File: config.mk
export PLATFORM = sky130hd
export DESIGN_NAME = packet_buffer_arbiter
export DESIGN_NICKNAME = d
export VERILOG_FILES = /design/src/rtl/packet_buffer_arbiter.sv
export SDC_FILE = /design/constraint.sdc
export NUM_CORES = 1
export LEC_CHECK = 0
export BUFFER_PORTS_ARGS = -buffer_cell sky130_fd_sc_hd__buf_2
export CAP_MARGIN = 30
export CORE_ASPECT_RATIO = 1.1
export CORE_UTILIZATION = 47
export DETAILED_ROUTE_END_ITERATION = 10
export PLACE_DENSITY_LB_ADDON = 0.3
export SYNTH_ARGS = -nofsm -noshare
export SYNTH_HDL_FRONTEND = slang
export SYNTH_SLANG_ARGS = --single-unit
File: constraint.sdc
create_clock -name clk -period 1.6 [get_ports clk]
set_input_delay 0.08 -clock clk [delete_from_list [all_inputs] [get_ports clk]]
set_output_delay 0.08 -clock clk [all_outputs]
set_load 0.02 [all_outputs]
File: src/rtl/packet_buffer_arbiter.sv
// rtl/packet_buffer_arbiter.sv - single-port packet buffer arbiter for video, RX write and TX read
//
// Grants at most one RAM access per cycle and returns each read word to its owner.
// Priority video > write > read; every granted read returns exactly RAM_LATENCY+1
// cycles after its request was sampled.
//
// Optional feature macro: PKTBUF_STARVE_GUARD_EN
//   defined   : per-requester starvation counters let write/read beat video after
//               STARVE_LIMIT consecutive denied cycles (write wins a tie)
//   undefined : strict priority, no counters
//
// Ports:
//   clk, rst                   clock, asynchronous active-low reset
//   vid_req/vid_addr           video read request (single cycle)
//   vid_ready/vid_val          video read data pulse / data
//   wr_req/wr_addr/wr_data     RX write request, held until wr_ack
//   wr_ack                     write granted this cycle
//   rd_req/rd_addr             TX read request, held until rd_ack
//   rd_ack                     read granted this cycle
//   rd_valid/rd_data           TX read data pulse / data
//   ram_addr/ram_we/ram_din    registered RAM command
//   ram_dout                   RAM read data
module packet_buffer_arbiter #(
  parameter int RAM_SIZE     = 1024,
  parameter int DATA_LEN     = 12,
  parameter int RAM_LATENCY  = 2,
  parameter int STARVE_LIMIT = 15,
  localparam int AW          = $clog2(RAM_SIZE)
) (
  input  logic                clk,
  input  logic                rst,
  input  logic                vid_req,
  input  logic [AW-1:0]       vid_addr,
  output logic                vid_ready,
  output logic [DATA_LEN-1:0] vid_val,
  input  logic                wr_req,
  input  logic [AW-1:0]       wr_addr,
  input  logic [DATA_LEN-1:0] wr_data,
  output logic                wr_ack,
  input  logic                rd_req,
  input  logic [AW-1:0]       rd_addr,
  output logic                rd_ack,
  output logic                rd_valid,
  output logic [DATA_LEN-1:0] rd_data,
  output logic [AW-1:0]       ram_addr,
  output logic                ram_we,
  output logic [DATA_LEN-1:0] ram_din,
  input  logic [DATA_LEN-1:0] ram_dout
);

  typedef enum logic [1:0] {TAG_NONE = 2'd0, TAG_VID = 2'd1, TAG_RD = 2'd2} tag_t;

  logic gnt_vid, gnt_wr, gnt_rd;
  logic wr_starved, rd_starved;
  logic run_q;
  tag_t tag_in;
  tag_t tag_pipe [RAM_LATENCY];

  // Keeps the acks low from reset assertion until the first edge after release,
  // so every output reads 0 through reset and the cycle that follows it.
  always_ff @(posedge clk or negedge rst) begin
    if (!rst) run_q <= 1'b0;
    else      run_q <= 1'b1;
  end

`ifdef PKTBUF_STARVE_GUARD_EN
  localparam int CW = $clog2(STARVE_LIMIT + 1);

  logic [CW-1:0] wr_cnt, rd_cnt;

  assign wr_starved = (wr_cnt == CW'(STARVE_LIMIT));
  assign rd_starved = (rd_cnt == CW'(STARVE_LIMIT));

  // Counts consecutive denied cycles; saturates at the limit so a requester that
  // loses the tie to write stays eligible next cycle instead of wrapping.
  always_ff @(posedge clk or negedge rst) begin
    if (!rst) begin
      wr_cnt <= '0;
      rd_cnt <= '0;
    end else begin
      if (!wr_req || gnt_wr)  wr_cnt <= '0;
      else if (!wr_starved)   wr_cnt <= wr_cnt + 1'b1;
      if (!rd_req || gnt_rd)  rd_cnt <= '0;
      else if (!rd_starved)   rd_cnt <= rd_cnt + 1'b1;
    end
  end
`else
  // No override without the guard; the limit only matters when it is built in.
  assign wr_starved = 1'b0 & (STARVE_LIMIT != 0);
  assign rd_starved = 1'b0;
`endif

  always_comb begin
    gnt_vid = 1'b0;
    gnt_wr  = 1'b0;
    gnt_rd  = 1'b0;
    if (run_q) begin
      if (wr_req && wr_starved)      gnt_wr  = 1'b1;
      else if (rd_req && rd_starved) gnt_rd  = 1'b1;
      else if (vid_req)              gnt_vid = 1'b1;
      else if (wr_req)               gnt_wr  = 1'b1;
      else if (rd_req)               gnt_rd  = 1'b1;
    end
  end

  assign wr_ack = gnt_wr;
  assign rd_ack = gnt_rd;

  always_comb begin
    tag_in = TAG_NONE;
    if (gnt_vid)     tag_in = TAG_VID;
    else if (gnt_rd) tag_in = TAG_RD;
  end

  // RAM command register: address and data hold on idle cycles, only we drops.
  always_ff @(posedge clk or negedge rst) begin
    if (!rst) begin
      ram_addr <= '0;
      ram_we   <= 1'b0;
      ram_din  <= '0;
    end else begin
      ram_we <= gnt_wr;
      if (gnt_wr) begin
        ram_addr <= wr_addr;
        ram_din  <= wr_data;
      end else if (gnt_rd) begin
        ram_addr <= rd_addr;
      end else if (gnt_vid) begin
        ram_addr <= vid_addr;
      end
    end
  end

  // Owner tags ride alongside the RAM latency; the output register below is the
  // final stage, giving RAM_LATENCY+1 cycles from request to data.
  always_ff @(posedge clk or negedge rst) begin
    if (!rst) begin
      for (int i = 0; i < RAM_LATENCY; i++) tag_pipe[i] <= TAG_NONE;
    end else begin
      tag_pipe[0] <= tag_in;
      for (int i = 1; i < RAM_LATENCY; i++) tag_pipe[i] <= tag_pipe[i-1];
    end
  end

  always_ff @(posedge clk or negedge rst) begin
    if (!rst) begin
      vid_ready <= 1'b0;
      vid_val   <= '0;
      rd_valid  <= 1'b0;
      rd_data   <= '0;
    end else begin
      vid_ready <= (tag_pipe[RAM_LATENCY-1] == TAG_VID);
      rd_valid  <= (tag_pipe[RAM_LATENCY-1] == TAG_RD);
      if (tag_pipe[RAM_LATENCY-1] == TAG_VID) vid_val <= ram_dout;
      if (tag_pipe[RAM_LATENCY-1] == TAG_RD)  rd_data <= ram_dout;
    end
  end

endmodule
## Word-level counts from Yosys, hierarchy flattened

Cells that the tools add are included.

- Input bits: 59
- Output and inout bits: 51
- Register bits after elaboration: 54

- Eq/ne operators: 2
- Reduce and logical (&&, ||, !) cells: 1
- Mux-type cells: 14

Operators by type and width:

| operator | count |
|---|---|
| two-way mux 10 bit | 3 |
| two-way mux 1 bit | 9 |
| two-way mux 2 bit | 2 |
| nonzero test 3 bit | 1 |
| == test 2 x 1 -> 1 bit, second input constant | 1 |
| == test 2 bit, second input constant | 1 |

## Logic depth before layout (Yosys ltp)

- Depth in word-level cells: 6
- Depth in mapped cells: 5
- Mapped depth without buffers: 3

## Worst setup path before layout

Ideal clock, no wire load.

- Path type: flip-flop to flip-flop
- Start point: register tag_pipe[1] (netlist name)
- End point: register vid_val[10]
- Period minus slack after synthesis: 1.242 ns
- Arrival time: 1.115 ns
- Cell stages (with the launch flop): 4
- Path buffers: 1
- Setup time: 0.128 ns
- Path slack: 0.358 ns
- Cell sequence: dfrtp_1 -> nor2b_1 -> buf_4 -> mux2_1

- Cells in the longest elaborated chain, start to end: 1

Ends and longest elaborated chain:

| what | line | source |
|---|---|---|
| from (decl) | 57 | `tag_t tag_pipe [RAM_LATENCY];` |
| == test 2 x 1 -> 1 bit | 154 | `if (tag_pipe[RAM_LATENCY-1] == TAG_VID) vid_val <= ram_dout;` |
| to (signal assigned) | 154 |  |
| to (decl) | 35 | `output logic [DATA_LEN-1:0] vid_val,` |

No other way between the ends.
A chain may end at the register's enable or synchronous reset.

## Worst setup path in the final report

- Start point: register run_q
- End point: output rd_ack

- Cells in the longest elaborated chain, start to end: 1

Ends and longest elaborated chain:

| what | line | source |
|---|---|---|
| from (decl) | 55 | `logic run_q;` |
| from (signal assigned) | 62 | `if (!rst) run_q <= 1'b0;` |
| from (signal assigned) | 63 | `else run_q <= 1'b1;` |
| two-way mux 1 bit | 97 | `if (run_q) begin` |
| to (decl) | 42 | `output logic rd_ack,` |

No other way between the ends.

==> flow_metrics.env <==
export IMPL_status="finished clean"
export IMPL_cp_data_required_time_ps=1520
export IMPL_post_cts_buffers=0
export IMPL_ys_ff_latch=54
export IMPL_io_buffers=109
export IMPL_vdd_drop_max_uv=519
export IMPL_gr_total_overflow=0
export IMPL_antenna_found_initial=0
export IMPL_viasPerCell=5.16
export IMPL_grt_setup_unrepaired="false"
export IMPL_ys_types=24
export IMPL_synth_top_area_share_pct=53.6
export IMPL_critPathSlowestCell="dfrtp_1"
export IMPL_fmax_ghz=0.674
export IMPL_netlist_instances=184
export IMPL_rows=27
export IMPL_cp_max_fo=22
export IMPL_startpoint_type="flop"
export IMPL_synth_area_leaders="dfrtp_1 54%, mux2_1 9.4%, o41ai_2 6.5%, mux2_4 5.4%, nand4bb_1 4.5%"
export IMPL_final_max_slew_viol_count=0
export IMPL_nFillCells=368
export IMPL_worstMarginPinSlew_ps=1000
export IMPL_area_growth_pct=35.9
export IMPL_max_cap_violations=0
export IMPL_multi_input_area_um2=1070
export IMPL_min_path_cells=2
export IMPL_critPathCaptureType="output port"
export IMPL_placed_cell_area_um2=3110
export IMPL_setup_viol=0
export IMPL_cts_tree="built"
export IMPL_regArea_um2=1350
export IMPL_initial_core_util_pct=49.8
export IMPL_nNetsFinal=373
export IMPL_cts_resized=0
export IMPL_criticalPathCategory="flop to output port"
export IMPL_dieArea_um2=5660
export IMPL_finalHoldViolations=0
export IMPL_syn_cell_area_um2=2520
export IMPL_hold_start="ram_dout[0]"
export IMPL_drt_iter0_markers=53
export IMPL_track_usage_pct=20.1
export IMPL_io_pins=110
export IMPL_reg2reg_to="rd_data[10]"
export IMPL_cts_buffers=5
export IMPL_final_cell_area_um2=3430
export IMPL_max_slew_margin_pct=33.2
export IMPL_die_h_um=78.8
export IMPL_coreArea_um2=5070
export IMPL_tns_ps=0
export IMPL_synthesis_nets=243
export IMPL_rr_worst_depth=2
export IMPL_crit_chain="nor2b_4 > buf_4 > and3b_1 > buf_2"
export IMPL_clk_latency_ps=300
export IMPL_hp_class="input port to flop"
export IMPL_place_gp_congestion=0.766
export IMPL_clk_path_buf_depth=2
export IMPL_clk_pin_slew_ps=90
export IMPL_layout_drive_gt1_share_pct=47.9
export IMPL_route_detailed_drc=0
export IMPL_antenna_left=0
export IMPL_fin_crit_sh_pct=92.7
export IMPL_yosys_area_top_type="dfrtp_1"
export IMPL_routed_wl_mm=5.39
export IMPL_cts_sinks=54
export IMPL_h_tree_depth=2
export IMPL_critPathMaxStageDelay_ps=370
export IMPL_power_density_nw_per_um2=1060
export IMPL_fin_crit_ps=1480
export IMPL_grt_pass1_wl_mm=8.85
export IMPL_die_width_um=71.8
export IMPL_ys_seq_area_share_pct=53.6
export IMPL_skew_ps=2.74
export IMPL_dpl_hpwl_mm=3.58
export IMPL_grt_start_max_net_pins=55
export IMPL_whs_endpoint="vid_val[0]"
export IMPL_syn_area_per_cell_um2=13.7
export IMPL_insertedDiodeCount=0
export IMPL_fin_cells=373
export IMPL_yosysWarnings=0
export IMPL_arrival_ps=1400
export IMPL_cts_root_buffer="clkbuf_8"
export IMPL_firstDrtPassIters=4
export IMPL_vias=1923
export IMPL_p_leak_uw=0.00174
export IMPL_power_total_uw=3620
export IMPL_dp_cells=344
export IMPL_grt_pass1_vias=1893
export IMPL_wl_per_cell_um=14.5
export IMPL_reg2reg_slack_ps=210
export IMPL_rr_startpoint="tag_pipe[0]"
-- cells in the final DEF, fill, tap and decap left out, types with 5 or more instances in the layout --
| cell type | netlist | layout |
|---|---|---|
| buf_2 | 5 | 109 |
| dfrtp_1 | 54 | 54 |
| mux2_1 | 21 | 21 |
| dlygate4sd3_1 | 0 | 21 |
| and3b_1 | 12 | 12 |
| nand4bb_1 | 10 | 10 |
| or2_1 | 10 | 10 |
| a21oi_1 | 10 | 10 |
| nor2_1 | 10 | 10 |
| nand2_1 | 10 | 10 |
| o41ai_2 | 10 | 10 |
| mux2_4 | 9 | 9 |
| mux2_2 | 6 | 6 |
| clkbuf_8 | 0 | 5 |
| buf_4 | 2 | 5 |
-- critical path: cells and delay by family (launching register included) --
family / cells / cell delay, ps
buffers and inverters: 2 / 390
flip-flops: 1 / 370
AND/OR/NAND/NOR: 2 / 330
-- flip-flops by register name, indices dropped and copies added (netlist names) --
name and flops:
vid_val 12, ram_we 1, rd_data 12, rd_valid 1, ram_addr 10, ram_din 12, tag_pipe 4, vid_ready 1
run_q 1
-- worst max path at each step --
stage | startpoint | end | cells past startpoint
finish | run_q | rd_ack | 4
global placement | vid_req | ram_addr[3] | 3
detailed placement | vid_req | ram_addr[7] | 3
CTS | run_q | wr_ack | 4
global route | run_q | wr_ack | 4
floorplan | tag_pipe[1] | vid_val[10] | 3
-- per-stage QoR --
step	hold slack (ps)	utilization (%)	setup slack, ps
finish	14.3	67.6	117
global route	1.98	67.6	21.1
CTS	2.99	67.4	79.0
detailed placement	97.1	61.3	141
global placement	98.3	61.3	179
floorplan	-216	-	358
-- metal layers --
metal | vias up | wire length (um) | GRT usage, %
met5 | - | 0 | 0
met4 | 0 | 88 | 6.47
met3 | 12 | 333 | 5.08
met2 | 85 | 2590 | 33.3
met1 | 910 | 2380 | 25.7
li1 | 916 | - | -
-- synthesized netlist by cell type --
| cell | instances |
|---|---|
| mux2_4 | 9 |
| dfrtp_1 | 54 |
| o41ai_2 | 10 |
| a21oi_1 | 10 |
| nand2_2 | 1 |
| nand4bb_1 | 10 |
| buf_2 | 5 |
| o31ai_2 | 1 |
| inv_1 | 1 |
| nor2_1 | 10 |
| or2_1 | 10 |
| mux2_2 | 6 |
| conb_1 | 1 |
| nand2b_1 | 1 |
| and2_1 | 1 |
| nand2_1 | 10 |
| buf_4 | 2 |
| buf_6 | 5 |
| nor2b_1 | 1 |
| clkbuf_1 | 1 |
| and3b_1 | 12 |
| nor2b_4 | 1 |
| mux2_1 | 21 |
| inv_2 | 1 |
-- power breakdown --
part	internal [uW]	leakage (uW)	switching, uW
Clock	467	0.0000514	439
Combinational	455	0.00104	568
Sequential	1580	0.000650	105
Total	2510	0.00174	1110
-- kinds of logic after synthesis --
kind of cell           count (synthesis)  share of synthesized area (%)
other                                  1                          0.149
buffers and inverters                 15                           4.27
AND/OR/NAND/NOR                       57                           15.6
flip-flops                            54                           53.6
multiplexers                          36                           17.4
AO/OA/AOI/OAI                         21                           8.93
-- cell type report --
class                      count  area share, %
tap                           58           2.12
timing repair buffer         136           23.7
clock buffer                   6           2.12
inverter                       2          0.219
sequential                    54           39.4
multi-input combinational    115           31.3
clock inverter                 2           1.10
-- timing repair --
item                                   in CTS  in global routing
hold buffers                               20                  1
setup endpoints to repair                   0                  0
endpoints found under the hold margin      77                  1
No activity file was read; power rests on OpenSTA's default activity.
